$ cat config.mk
export PLATFORM = sky130hd
export DESIGN_NAME = field_serializer
export DESIGN_NICKNAME = d
export VERILOG_FILES = /design/src/rtl/field_serializer_pkg.sv /design/src/rtl/field_ser_next_ch.sv /design/src/rtl/field_serializer.sv
export SDC_FILE = /design/constraint.sdc
export NUM_CORES = 1
export LEC_CHECK = 0
export CAP_MARGIN = 10
export CORE_MARGIN = 3
export CORE_UTILIZATION = 39
export CTS_BUF_LIST = sky130_fd_sc_hd__clkbuf_2 sky130_fd_sc_hd__clkbuf_4 sky130_fd_sc_hd__clkbuf_8
export CTS_CLUSTER_DIAMETER = 80
export DETAILED_ROUTE_END_ITERATION = 6
export GPL_ROUTABILITY_DRIVEN = 0
export PLACE_DENSITY = 0.78
export SETUP_SLACK_MARGIN = 0.5
export SLEW_MARGIN = 20
export SYNTH_ARGS = -nofsm -noshare
export SYNTH_HDL_FRONTEND = slang
export SYNTH_SLANG_ARGS = --single-unit
$ cat constraint.sdc
create_clock -name clk -period 2.55 [get_ports clk]
set_input_delay 0.3825 -clock clk [delete_from_list [all_inputs] [get_ports clk]]
set_output_delay 0.3825 -clock clk [all_outputs]
set_load 0.01 [all_outputs]
$ cat src/rtl/field_serializer_pkg.sv
// Shared types for the field serializer: field indices and FSM states.
package field_serializer_pkg;

    typedef enum logic [1:0] {
        FIELD_X = 2'd0,
        FIELD_Y = 2'd1,
        FIELD_Z = 2'd2
    } field_e;

    localparam int NUM_FIELDS = 3;

    typedef enum logic {
        S_IDLE = 1'b0,
        S_SEND = 1'b1
    } state_e;

endpackage

$ cat src/rtl/field_ser_next_ch.sv
// Priority finder: next enabled channel strictly above idx,
// the lowest enabled channel, and a flag when nothing lies above idx.
module field_ser_next_ch
    import field_serializer_pkg::*;
#(
    parameter int NUM_CH = 2,
    parameter int CW     = 1
) (
    input  logic [NUM_CH-1:0] mask,
    input  logic [CW-1:0]     idx,
    output logic [CW-1:0]     next_ch,
    output logic [CW-1:0]     first_ch,
    output logic              none
);

    always_comb begin
        next_ch  = '0;
        first_ch = '0;
        none     = 1'b1;
        for (int i = NUM_CH - 1; i >= 0; i--) begin
            if (mask[i] && (i > int'(idx))) begin
                next_ch = CW'(i);
                none    = 1'b0;
            end
            if (mask[i]) begin
                first_ch = CW'(i);
            end
        end
    end

endmodule

$ cat src/rtl/field_serializer.sv
// Serializes NUM_CH x {x,y,z} records into one field per beat,
// skipping masked channels, in channel-major or field-major order.
module field_serializer
    import field_serializer_pkg::*;
#(
    parameter int NUM_CH = 2,
    parameter int W      = 8,
    parameter int ORDER  = 0,
    localparam int CW    = (NUM_CH > 1) ? $clog2(NUM_CH) : 1
) (
    input  logic                       clk,
    input  logic                       rst,
    input  logic                       in_valid,
    output logic                       in_ready,
    input  logic [NUM_CH*NUM_FIELDS*W-1:0] in_data,
    input  logic [NUM_CH-1:0]          in_mask,
    output logic                       out_valid,
    input  logic                       out_ready,
    output logic [W-1:0]               out_data,
    output logic [CW-1:0]              out_ch,
    output logic [1:0]                 out_field,
    output logic                       out_last
);

    state_e                        state;
    logic [NUM_CH*NUM_FIELDS*W-1:0] data_q;
    logic [NUM_CH-1:0]             mask_q;
    logic [CW-1:0]                 ch_q;
    logic [CW-1:0]                 hi_q;
    logic [1:0]                    fld_q;
    logic                          valid_q;
    logic                          last_q;
    logic [W-1:0]                  dout_q;

    logic [CW-1:0] cur_next;
    logic [CW-1:0] cur_first;
    logic          cur_none;
    logic [CW-1:0] in_first;
    logic [CW-1:0] in_hi;
    logic          in_found;
    logic [CW-1:0] nc;
    logic [1:0]    nf;

    field_ser_next_ch #(
        .NUM_CH (NUM_CH),
        .CW     (CW)
    ) u_next (
        .mask     (mask_q),
        .idx      (ch_q),
        .next_ch  (cur_next),
        .first_ch (cur_first),
        .none     (cur_none)
    );

    // Lowest and highest enabled channel of the incoming set
    always_comb begin
        in_first = '0;
        in_hi    = '0;
        in_found = 1'b0;
        for (int i = 0; i < NUM_CH; i++) begin
            if (in_mask[i]) begin
                if (!in_found) begin
                    in_first = CW'(i);
                end
                in_found = 1'b1;
                in_hi    = CW'(i);
            end
        end
    end

    generate
        if (ORDER == 0) begin : g_ch_major
            always_comb begin
                if (fld_q != FIELD_Z) begin
                    nc = ch_q;
                    nf = fld_q + 2'd1;
                end else begin
                    nc = cur_none ? cur_first : cur_next;
                    nf = FIELD_X;
                end
            end
        end else begin : g_field_major
            always_comb begin
                if (!cur_none) begin
                    nc = cur_next;
                    nf = fld_q;
                end else begin
                    nc = cur_first;
                    nf = fld_q + 2'd1;
                end
            end
        end
    endgenerate

    always_ff @(posedge clk) begin
        if (rst) begin
            state   <= S_IDLE;
            data_q  <= '0;
            mask_q  <= '0;
            ch_q    <= '0;
            hi_q    <= '0;
            fld_q   <= '0;
            valid_q <= 1'b0;
            last_q  <= 1'b0;
            dout_q  <= '0;
        end else begin
            unique case (state)
                S_IDLE: begin
                    if (in_valid) begin
                        data_q <= in_data;
                        mask_q <= in_mask;
                        if (|in_mask) begin
                            state   <= S_SEND;
                            valid_q <= 1'b1;
                            ch_q    <= in_first;
                            hi_q    <= in_hi;
                            fld_q   <= FIELD_X;
                            last_q  <= 1'b0;
                            dout_q  <= in_data[int'(in_first)*NUM_FIELDS*W +: W];
                        end
                    end
                end
                S_SEND: begin
                    if (out_ready) begin
                        if (last_q) begin
                            state   <= S_IDLE;
                            valid_q <= 1'b0;
                            ch_q    <= '0;
                            fld_q   <= '0;
                            last_q  <= 1'b0;
                            dout_q  <= '0;
                        end else begin
                            ch_q   <= nc;
                            fld_q  <= nf;
                            dout_q <= data_q[(int'(nc)*NUM_FIELDS + int'(nf))*W +: W];
                            last_q <= (nf == FIELD_Z) && (nc == hi_q);
                        end
                    end
                end
                default: state <= S_IDLE;
            endcase
        end
    end

    // Reset masks the outputs in the same cycle it is asserted
    assign in_ready  = (state == S_IDLE) && !rst;
    assign out_valid = valid_q && !rst;
    assign out_data  = out_valid ? dout_q : '0;
    assign out_ch    = out_valid ? ch_q : '0;
    assign out_field = out_valid ? fld_q : '0;
    assign out_last  = out_valid && last_q;

endmodule

==> key figures <==
Timing
  – Fin. max-slew vios: 0
  – Hold_ws: 455 ps
  – Clock Skews: 4.49 ps
  – Final Cycle Share: 93.7%
  – Min cycle time layout: 2390 ps
  – Tightest Pin Transition: 712 ps
  – Setup Total Neg Slack: 0 ps
  – Final Setup Violations: 0
  – RSZ-0062 raised after global routing: true
  – Fin. Hold Viols: 0
  – Peak Freq: 419 MHz
  – Slew HR: 52.5%

Hold path
  – Tightest Hold Check Type: register to register
  – Hold depth: 2
  – Worst hold start: data_q[15]$_SDFFE_PP0P_
  – Hold Crit Endpoint: data_q[15]$_SDFFE_PP0P_

Power and ir drop
  – Pint: 1820 uW
  – Pwr dens: 611 nW/um^2
  – Pleak: 0.00162 uW
  – Net Sw Frac: 26.2%
  – Switching pwr: 644 uW
  – Comb pwr share: 18.6%
  – Sequential Power Share: 45.9%
  – Clock network fraction of total power: 35.6%
  – Maximum VDD drop: 235 uV

Yosys
  – Syn Inst Count: 368
  – Synth cell count leaders: nand2_1 (108), dfxtp_1 (65), a21oi_1 (55), mux2i_1 (32), clkbuf_1 (20)
  – Unique masters post-synth: 31
  – EDFF count, synth: 0
  – Top FF cell, synth: dfxtp_1
  – Mapped Nets: 424
  – FFs w/ async S/R, synth: 0%
  – Netlist Area Pre-Place: 3050 um^2
  – Most frequent cell after synthesis: nand2_1
  – Dominant cells by area after synthesis: dfxtp_1 (43%), nand2_1 (13%), mux2i_1 (11%)
  – Synth Register Bits: 65
  – Syn. warnings: 0
  – Syn Area/Cell: 8.29 um^2
  – Cell taking the most area after synthesis: dfxtp_1
  – Top-area cell type share of the netlist area: 42.7%
  – Seq/Total Area, Yosys: 42.7%

Detailed routing
  – Number of DRC markers in iteration 0: 227
  – Via count: 2667
  – Antenna-violating nets left: 0
  – Avg WL per Cell: 14.7 um
  – Post-Route WL: 7.77 mm
  – Pre-Repair DR Iteration Count: 4
  – Vias per cell: 5.03
  – Drt drc: 0

Worst setup path
  – Critical Path End Type: register
  – R2R setup slack: 160 ps
  – Start point of the critical path: fld_q[1]$_SDFFE_PP0P_
  – Crit-path slowest cell: fa_1
  – Critical R2R Launch: fld_q[1]$_SDFFE_PP0P_
  – CP max FO: 8
  – Most frequent CP cell: buf_4
  – Worst reg2reg endpoint: dout_q[1]$_SDFFE_PP0P_
  – Slowest stage delay, CP: 590 ps
  – Arr. time, crit path: 2650 ps
  – Startpoint Class: register
  – Cell Chain, Critical Path: buf_4, nor2_1, ha_4, inv_2, fa_1, nand4_1, buf_4, o221a_2, a211oi_2
  – Setup CP Type: register to register
  – CP Data Required Time: 2810 ps
  – Cell depth of the worst flop-to-flop path: 9

Layout
  – Fin cells: 530
  – Antenna Cells: 0
  – Layout cell share with drive strength beyond 1: 12.8%
  – Final instance area: 4030 um^2
  – NumNets Final: 483
  – Area Overhead vs Synth: 32.0%

CTS
  – CTS sink cnt: 65
  – CTS tree: done
  – CTS clk-pin slew, worst paths: 70 ps
  – H-Tree Level Count: 3
  – Worst skew pair latency: 340 ps
  – Max clock buf depth: 2
  – TritonCTS Buffers: 9
  – Root Driver: clkbuf_8

Die
  – Ports: 68
  – Core area: 7410 um^2
  – Core Rows: 31
  – Initial Util: 41.2%
  – Die area: 8920 um^2
  – Die H: 94.4 um
  – Die X: 94.4 um

Placed design
  – I/O Buffers: 67
  – Area after DPL: 3800 um^2
  – DP Cell Count: 513
  – Final HPWL from detailed placement: 5.56 mm

Job
  – Max cap viols: 0

Global route
  – Total track usage: 18.1%
  – Grt total ovfl: 0
  – First-pass GRT wire length: 12.7 mm
  – Number of global-route vias before repair: 2647
  – Initial antenna violation count: 0
  – Pin count of the biggest net entering global routing: 66

Status
  – Outcome: completed
[logic make-up (layout without fill, tap and decap cells)]
kind of cell	count (synthesis)	in the layout	synth area share [%]
simple gates	147	147	20.5
flops	65	65	42.7
compound gates	86	86	19.4
fa+ha+maj	2	2	1.07
buf+inv	34	97	5.25
xor+xnor	1	1	0.287
mux	33	33	10.9
[per-stage QoR]
| stage | util, % | power [uW] | setup WS (ps) |
|---|---|---|---|
| floorplan | - | 1420 | 253 |
| global placement | 51.3 | 1580 | 147 |
| detailed placement | 51.3 | 1600 | 37.4 |
| CTS | 54.1 | 2470 | 184 |
| global route | 54.3 | 2570 | 59.8 |
| finish | 54.3 | 2460 | 161 |
[flip-flops by register name (all words and copies together), names as in the netlist]
name,count
hi_q,1
state,1
valid_q,1
ch_q,1
mask_q,2
last_q,1
dout_q,8
data_q,48
fld_q,2
[worst max-delay path, delay by kind of cell, from the launching register on]
family	cells	cell delay, ps
buffers and inverters	3	350
adders and majority gates	2	770
AOI/OAI and AO/OA	2	520
DFF	1	320
and+or+nand+nor	2	350
[power by group through the flow]
stage / clock (uW) / sequential, uW / combinational [uW]
after detailed placement: 0 / 1150 / 449
after global placement: 0 / 1150 / 437
after CTS: 890 / 1130 / 455
final: 875 / 1130 / 457
after floorplan: 0 / 1130 / 289
after global routing: 934 / 1140 / 500
[routing by layer]
layer / GRT usage, % / vias to the layer above / wire length (um)
met5: 0 / - / 0
li1: - / 1372 / -
met4: 6.74 / 0 / 98
met1: 24.9 / 1199 / 3450
met2: 28.0 / 87 / 3700
met3: 4.06 / 9 / 526
[cell usage in the layout, fill, tap and decap left out, types with 2 or more instances in the layout]
cell type	synthesis	final
a21oi_1	55	55
buf_4	1	12
clkinv_2	0	2
nand2_1	108	108
o21ai_0	2	2
o32a_1	8	8
nor2_1	13	13
clkdlybuf4s50_1	0	64
nand2b_1	4	3
inv_1	3	2
clkbuf_8	0	11
nand3_1	2	2
dfxtp_1	65	62
and2_1	12	12
dfxtp_2	0	3
dlymetal6s2s_1	0	2
a211oi_2	8	8
o221a_2	8	8
mux2i_1	32	32
nand4_1	2	2
nor2b_4	0	2
nor2b_1	4	2
[layout make-up]
class                      instances  area [um^2]
sequential                        65         1310
tap                               99          124
clock inverter                     3         40.0
fill                             658         3380
timing repair buffer              79          761
clock buffer                      12          159
multi-input combinational        269         1630
inverter                           3         11.3
[worst max-delay path by stage]
stage | cells after the start | slack (ps) | endpoint
floorplan | 9 | 250 | dout_q[0]$_SDFFE_PP0P_
global placement | 8 | 150 | dout_q[3]$_SDFFE_PP0P_
detailed placement | 8 | 40 | dout_q[1]$_SDFFE_PP0P_
CTS | 8 | 180 | dout_q[1]$_SDFFE_PP0P_
global route | 8 | 60 | dout_q[7]$_SDFFE_PP0P_
finish | 9 | 160 | dout_q[1]$_SDFFE_PP0P_
[repair_timing]
item	in CTS	in global routing
hold endpoints to repair	0	0
resized for setup	1	6
hold buffers	0	0
cloned	0	0
pin swaps	2	2
buffers inserted	1	1
endpoints found under the setup margin	19	20
No activity file was read; power rests on OpenSTA's default activity.
